--- config.mk ---
export PLATFORM = sky130hd
export DESIGN_NAME = prog_fetch_ctrl
export DESIGN_NICKNAME = d
export VERILOG_FILES = /design/src/rtl/fetch_pkg.sv /design/src/rtl/prog_fetch_ctrl.sv
export SDC_FILE = /design/constraint.sdc
export NUM_CORES = 1
export LEC_CHECK = 0
export CAP_MARGIN = 15
export CORE_MARGIN = 2
export CORE_UTILIZATION = 39
export CTS_CLUSTER_SIZE = 16
export DETAILED_ROUTE_END_ITERATION = 12
export DONT_BUFFER_PORTS = 1
export GPL_ROUTABILITY_DRIVEN = 0
export GPL_TIMING_DRIVEN = 0
export PLACE_DENSITY = 0.67
export SYNTH_ARGS = -nofsm -noshare
export SYNTH_HDL_FRONTEND = slang
export SYNTH_SLANG_ARGS = --single-unit
--- constraint.sdc ---
create_clock -name clk -period 1.6 [get_ports clk]
set_clock_uncertainty 0.1 [all_clocks]
set_input_delay 0.16 -clock clk [delete_from_list [all_inputs] [get_ports clk]]
set_output_delay 0.16 -clock clk [all_outputs]
set_load 0.1 [all_outputs]
--- src/rtl/fetch_pkg.sv ---
// ---------------------------------------------------------------------------
// fetch_pkg
// Shared constants, state encoding and PC-step helper for the fetch sequencer.
// Revision: 1.0 - initial release
// ---------------------------------------------------------------------------
`default_nettype none

package fetch_pkg;

  localparam int ADDR_W = 8;
  localparam int INSTR_W = 17;
  localparam logic [ADDR_W-1:0] RESET_PC = 8'h00;
  localparam logic [ADDR_W-1:0] PC_MAX = 8'h21;

  typedef enum logic [1:0] {
    IDLE = 2'd0,
    RUN  = 2'd1,
    HALT = 2'd2
  } state_t;

  // Sequential PC step: wraps explicitly at PC_MAX. Any address above PC_MAX
  // (reachable only through a redirect) just counts up until natural overflow.
  function automatic logic [ADDR_W-1:0] next_pc(input logic [ADDR_W-1:0] pc);
    if (pc == PC_MAX) begin
      return RESET_PC;
    end
    return pc + {{(ADDR_W-1){1'b0}}, 1'b1};
  endfunction

endpackage

`default_nettype wire

--- src/rtl/prog_fetch_ctrl.sv ---
// ---------------------------------------------------------------------------
// prog_fetch_ctrl
// Program-ROM fetch sequencer: owns the PC, drives ROM address/chip-select,
// captures each instruction into a one-entry IR handed to decode by
// valid/ready. Supports start, halt, redirect and end-of-program wrap.
// Revision: 1.0 - initial release
// ---------------------------------------------------------------------------
`default_nettype none

module prog_fetch_ctrl
  import fetch_pkg::*;
(
  input  logic               clk,
  input  logic               rst_n,
  input  logic               start,
  input  logic               halt_req,
  input  logic               redirect_valid,
  input  logic [ADDR_W-1:0]  redirect_addr,
  output logic [ADDR_W-1:0]  pm_addr,
  output logic               pm_cs,
  input  logic [INSTR_W-1:0] pm_instr,
  output logic               ir_valid,
  input  logic               ir_ready,
  output logic [INSTR_W-1:0] ir_instr,
  output logic [ADDR_W-1:0]  ir_pc,
  output logic               busy
);

  state_t              r_state;
  logic [ADDR_W-1:0]   r_pc;
  logic                r_ir_valid;
  logic [INSTR_W-1:0]  r_ir_instr;
  logic [ADDR_W-1:0]   r_ir_pc;
  logic                w_fetch;

  // A fetch happens in RUN when no redirect is pending and the IR is free or
  // being drained this cycle. Redirect suppresses the ROM access entirely.
  always_comb begin
    w_fetch = (r_state == RUN) && !redirect_valid && (!r_ir_valid || ir_ready);
  end

  assign pm_cs    = w_fetch;
  assign pm_addr  = r_pc;
  assign ir_valid = r_ir_valid;
  assign ir_instr = r_ir_instr;
  assign ir_pc    = r_ir_pc;
  assign busy     = (r_state == RUN);

  // Sequencer FSM with PC and instruction register.
  always_ff @(posedge clk or negedge rst_n) begin
    if (!rst_n) begin
      r_state    <= IDLE;
      r_pc       <= RESET_PC;
      r_ir_valid <= 1'b0;
      r_ir_instr <= '0;
      r_ir_pc    <= '0;
    end else begin
      case (r_state)
        IDLE: begin
          // Redirect and halt are meaningless before the program starts.
          if (start) begin
            r_state <= RUN;
            r_pc    <= RESET_PC;
          end
        end

        RUN: begin
          if (redirect_valid) begin
            // Flush drops the pending IR even if decode never took it.
            r_pc       <= redirect_addr;
            r_ir_valid <= 1'b0;
          end else if (w_fetch) begin
            r_ir_instr <= pm_instr;
            r_ir_pc    <= r_pc;
            r_ir_valid <= 1'b1;
            r_pc       <= next_pc(r_pc);
          end
          // Otherwise IR is stalled by decode: everything holds.
          // Halt lets this cycle's action finish, and beats a concurrent start.
          if (halt_req) begin
            r_state <= HALT;
          end
        end

        HALT: begin
          // PC frozen; the pending IR can still drain to decode.
          if (r_ir_valid && ir_ready) begin
            r_ir_valid <= 1'b0;
          end
          if (start) begin
            r_state <= RUN;
          end
        end

        default: begin
          r_state <= IDLE;
        end
      endcase
    end
  end

endmodule

`default_nettype wire

Word-level counts from Yosys, hierarchy flattened
Index checks and enable logic that the tools add are counted.
Cells by class
  multipliers: 0
  div/mod/pow operators: 0
  multiplexer cells: 17
  shifts and indexed selects: 0
  equality and inequality tests: 8
  magnitude comparators: 0
  reduce and logical (&&, ||, !) cells: 14
  $add $sub $neg: 1
  bitwise gates (word level): 1
Operators with widths (number)
  $mux 8: 5
  $pmux 8 s2: 1
  $reduce_and 3->1: 3
  $add 8x1->8 const B: 1
  $eq 8x6->1 const B: 1
  $mux 1: 7
  $ne 2x2->1 const B: 3
  $mux 2: 2
  $pmux 2 s2: 1
  $reduce_bool 2->1: 2
  $logic_and 1x1->1: 3
  $ne 3x3->1 const B: 1
  $eq 2x1->1 const B: 1
  $eq 2x2->1 const B: 1
  $logic_not 1->1: 2
  $logic_not 2->1: 1
  $ne 2x1->1 const B: 1
  $pmux 1 s2: 1
  $reduce_and 2->1: 1
  $reduce_or 2->1: 1
  $logic_or 1x1->1: 1
  $not 1->1: 1
Word-level totals
  memories: 0
  memory bits (writable): 0
  latch bits: 0
  ROM bits: 0
  input bits: 31
  bits in registers: 36

Longest topological paths before layout
  word-level depth: 10
  mapped depth: 6

Least setup slack after synthesis
Ideal clock, no wire load.
  path type: flip-flop to flip-flop
  start point: reg r_pc[0], in the netlist pm_addr[0]
  end point: reg r_pc[2], in the netlist pm_addr[2]
  path slack: -618 ps
  arrival time: 1986 ps
  required time: 1368 ps
  cell stages (with the launch flop): 6
  clock period less this slack: 2218 ps
  path through: dfrtp_1 > ha_1 > nor4b_1 > nand3_1 > a32oi_1 > o21ai_0
On the way
  longest elaborated chain between the ends: 9
Ends and longest elaborated chain
  from (decl): RTL line prog_fetch_ctrl.sv:30  | logic [ADDR_W-1:0] r_pc;
  from (signal assigned): RTL line prog_fetch_ctrl.sv:70  | r_pc <= redirect_addr;
  from (signal assigned): RTL line prog_fetch_ctrl.sv:76  | r_pc <= next_pc(r_pc);
  $eq 8x6->1: RTL line fetch_pkg.sv:24  | if (pc == PC_MAX) begin
  $mux 1: RTL line fetch_pkg.sv:24
  $mux 1: RTL line prog_fetch_ctrl.sv:72  | end else if (w_fetch) begin
  $mux 1: RTL line prog_fetch_ctrl.sv:68  | if (redirect_valid) begin
  $mux 1: RTL line prog_fetch_ctrl.sv:58  | case (r_state)
  $mux 8 (*): RTL line fetch_pkg.sv:27  | return pc + {{(ADDR_W-1){1'b0}}, 1'b1};
  $mux 8 (*): RTL line prog_fetch_ctrl.sv:72
  $mux 8 (*): RTL line prog_fetch_ctrl.sv:68
  $pmux 8 s2 (*): RTL line prog_fetch_ctrl.sv:58
Every way passes the cells marked *; elsewhere a longest branch is shown, timed or not. The select of a mux whose other input is x is not followed.
A chain may end at the register's enable or synchronous reset.

Worst setup path after layout
  start point: reg r_ir_valid, in the netlist ir_valid
  end point: reg r_ir_instr[13], in the netlist ir_instr[13]
On the way
  longest elaborated chain between the ends: 4
Ends and longest elaborated chain
  from (decl): RTL line prog_fetch_ctrl.sv:31  | logic r_ir_valid;
  from (signal assigned): RTL line prog_fetch_ctrl.sv:54  | r_ir_valid <= 1'b0;
  from (signal assigned): RTL line prog_fetch_ctrl.sv:71  | r_ir_valid <= 1'b0;
  from (signal assigned): RTL line prog_fetch_ctrl.sv:75  | r_ir_valid <= 1'b1;
  $logic_not 1->1: RTL line prog_fetch_ctrl.sv:39  | w_fetch = (r_state == RUN) && !redirect_valid && (!r_ir_valid || ir_ready);
  $logic_or 1x1->1: RTL line prog_fetch_ctrl.sv:39
  $logic_and 1x1->1: RTL line prog_fetch_ctrl.sv:39
  via pm_cs: RTL line prog_fetch_ctrl.sv:20  | output logic pm_cs,
  $reduce_and 3->1 (no line)
  to (signal assigned): RTL line prog_fetch_ctrl.sv:73  | r_ir_instr <= pm_instr;
  to (decl): RTL line prog_fetch_ctrl.sv:32  | logic [INSTR_W-1:0] r_ir_instr;
The timed path passes the listed nets, and every way through them passes these cells.

==> flow_summary.json <==
{
  "maxCapViolCount": 0,
  "synthTopCellsByArea": "dfrtp_1 56%, mux2_2 17%, buf_6 2.1%",
  "r2r_start": "ir_valid",
  "cts_num_sinks": 36,
  "io_buffers": 0,
  "grt_setup_unrepaired": "yes",
  "synth_edf_count": 0,
  "postRouteAntennaNets": 0,
  "r2r_cells": 5,
  "critPathMaxFanout": 6,
  "worstSetupStartpointType": "flop",
  "fin_crit_ns": 1.98,
  "path_cells": "and2b_2, nor3_4, buf_12, buf_16, mux2_2",
  "worstHoldEndpoint": "pm_addr[3]",
  "dpl.cell_count": 176,
  "ys_warn_count": 0,
  "n_antenna_cell": 0,
  "yosys.cell_types.count": 36,
  "synth_cells": 126,
  "holdPathStages": 2,
  "rrSetupSlack_ns": -0.38,
  "slew_violations": 0,
  "crit_required_ns": 1.66,
  "io_pins": 67,
  "synth_top_area_share_pct": 56.0,
  "grt_pass1_vias": 1301,
  "clk_latency_ns": 0.28,
  "slew-limit-headroom_pct": 38.0,
  "clockBufferDepth": 2,
  "grt_pass1_wl_mm": 6.26,
  "syn_nets": 159,
  "synth_ff_type": "dfrtp_1",
  "final_nets": 203,
  "violations": "negative setup slack",
  "cp.arrival_ns": 2.04,
  "die_w_um": 68.2,
  "die_area_um2": 4660,
  "fin_ws_ns": -0.375,
  "hold_violations": 0,
  "syn2layout_area_growth_pct": 42.8,
  "vias": 1230,
  "rr_endpoint": "ir_instr[13]",
  "cp_slowest_stage_delay_ns": 0.63,
  "ys_seq_area_share_pct": 56.0,
  "setup_viol": 35,
  "cts_tree": "built",
  "h-tree-depth": 2,
  "drt_iter0_drc": 54,
  "grt_max_degree": 37,
  "grt_antenna_before_repair": 0,
  "cts_made_buffers": 5,
  "max_freq_mhz": 506,
  "status": "finished, violations left",
  "via_per_inst": 5.57,
  "final_common_cell": "dlygate4sd3_1",
  "drive_above_1_share_pct": 43.3,
  "routed_wl_mm": 4.21,
  "layout_common_cells": "27 x dlygate4sd3_1, 26 x dfrtp_1, 23 x mux2_2",
  "drcViolationCount": 0,
  "worst_setup_path_end_kind": "flop",
  "hp-start": "redirect_addr[3]",
  "firstDrtPassIters": 4,
  "cp_slowest_cell": "dfrtp_4",
  "path_clk_slew_ns": 0.07,
  "place_hpwl_mm": 2.48,
  "start_util_pct": 40.5,
  "n_fill_cell": 331,
  "gr-total-overflow": 0,
  "postSynthAreaPerCell_um2": 12.8,
  "clockRootBuffer": "clkbuf_8",
  "track_usage_pct": 18.8,
  "num_rows": 23,
  "synth_area_leader_cell": "dfrtp_1",
  "final_cells": 221,
  "worstMarginPinSlew_ns": 0.930,
  "dieHeight_um": 68.2,
  "place_worst_setup_slack_ns": -0.388,
  "path_class": "flop to flop",
  "hp-class": "input pin to flop",
  "core_area_um2": 3970,
  "postSynth.asyncResetShare_pct": 100,
  "period_share_pct": 123,
  "synth_area_um2": 1610,
  "synth_seq_cells": 36,
  "routedWlPerCell_um": 19.0
}
-- cell type report --
cell class	instances	area [µm²]	area share (%)
well taps	50	62.6	2.72
plain buffers	4	53.8	2.34
inverters	5	22.5	0.980
multi-input cells	81	762	33.2
flip-flops and latches	36	923	40.2
clock inverters	1	5.00	0.218
clock buffers	7	76.3	3.32
repair buffers	37	392	17.0
-- flip-flops by register name, indices dropped and copies added (netlist names) --
signal / count
ir_instr: 17
r_state: 2
ir_valid: 1
pm_addr: 8
ir_pc: 8
-- worst max-delay path by stage --
stage	to	slack [ns]	start
after global placement	ir_pc[7]	-0.36	ir_valid
after detailed placement	ir_instr[13]	-0.39	ir_valid
after floorplan	ir_instr[12]	-0.28	ir_valid
final	ir_instr[13]	-0.38	ir_valid
after CTS	ir_instr[13]	-0.36	ir_valid
after global routing	ir_instr[13]	-0.42	ir_valid
-- synthesized netlist by cell type, types with 2 or more instances --
| master | count |
|---|---|
| nor2_1 | 5 |
| dfrtp_1 | 36 |
| a21oi_1 | 3 |
| mux2_2 | 24 |
| inv_1 | 5 |
| nand3_1 | 3 |
| nand2_1 | 6 |
| ha_1 | 2 |
| buf_6 | 3 |
| nor4_1 | 3 |
| o211ai_1 | 4 |
| o22ai_1 | 2 |
| a22oi_1 | 3 |
| o21ai_0 | 5 |
-- per-stage QoR --
stage	utilization [%]	cell area, µm²	hold WS (ns)	TNS (ns)
after floorplan	-	1660	-0.236	-6.51
after global placement	43.3	1720	-0.235	-9.41
after detailed placement	43.3	1720	-0.235	-10.37
after CTS	55.5	2200	0.0177	-9.73
after global routing	57.8	2300	0.0250	-12.34
final	57.8	2300	0.0279	-10.32
-- kinds of logic after synthesis --
family | synth area share (%)
compound gates | 10.3
buf+inv | 3.50
fa+ha+maj | 1.55
xor+xnor | 0.544
simple gates | 10.7
mux | 17.5
flops | 56.0
-- per-layer routing --
layer  up-vias  wire, µm  track usage, %
li1        547         -               -
met1       620      1480            20.1
met2        53      2380            34.3
met3        10       244            4.93
met4         0       101            8.75
met5         -         0               0
-- worst max-delay path: cells and delay by family (launching register included) --
family / cells / cell delay (ns)
and+or+nand+nor: 2 / 0.43
DFF: 1 / 0.63
muxes: 1 / 0.35
buffers and inverters: 2 / 0.33
-- repair_timing --
action | in CTS | in global routing
endpoints found under the hold margin | 62 | 0
hold buffers | 28 | 0
cloned | 2 | 0
setup buffers | 5 | 2
endpoints found under the setup margin | 37 | 36
pin swaps | 4 | 7
resized for setup | 9 | 16
Power is not shown: default switching activity piles up to over one toggle a cycle in this logic, so the estimate is an artifact.
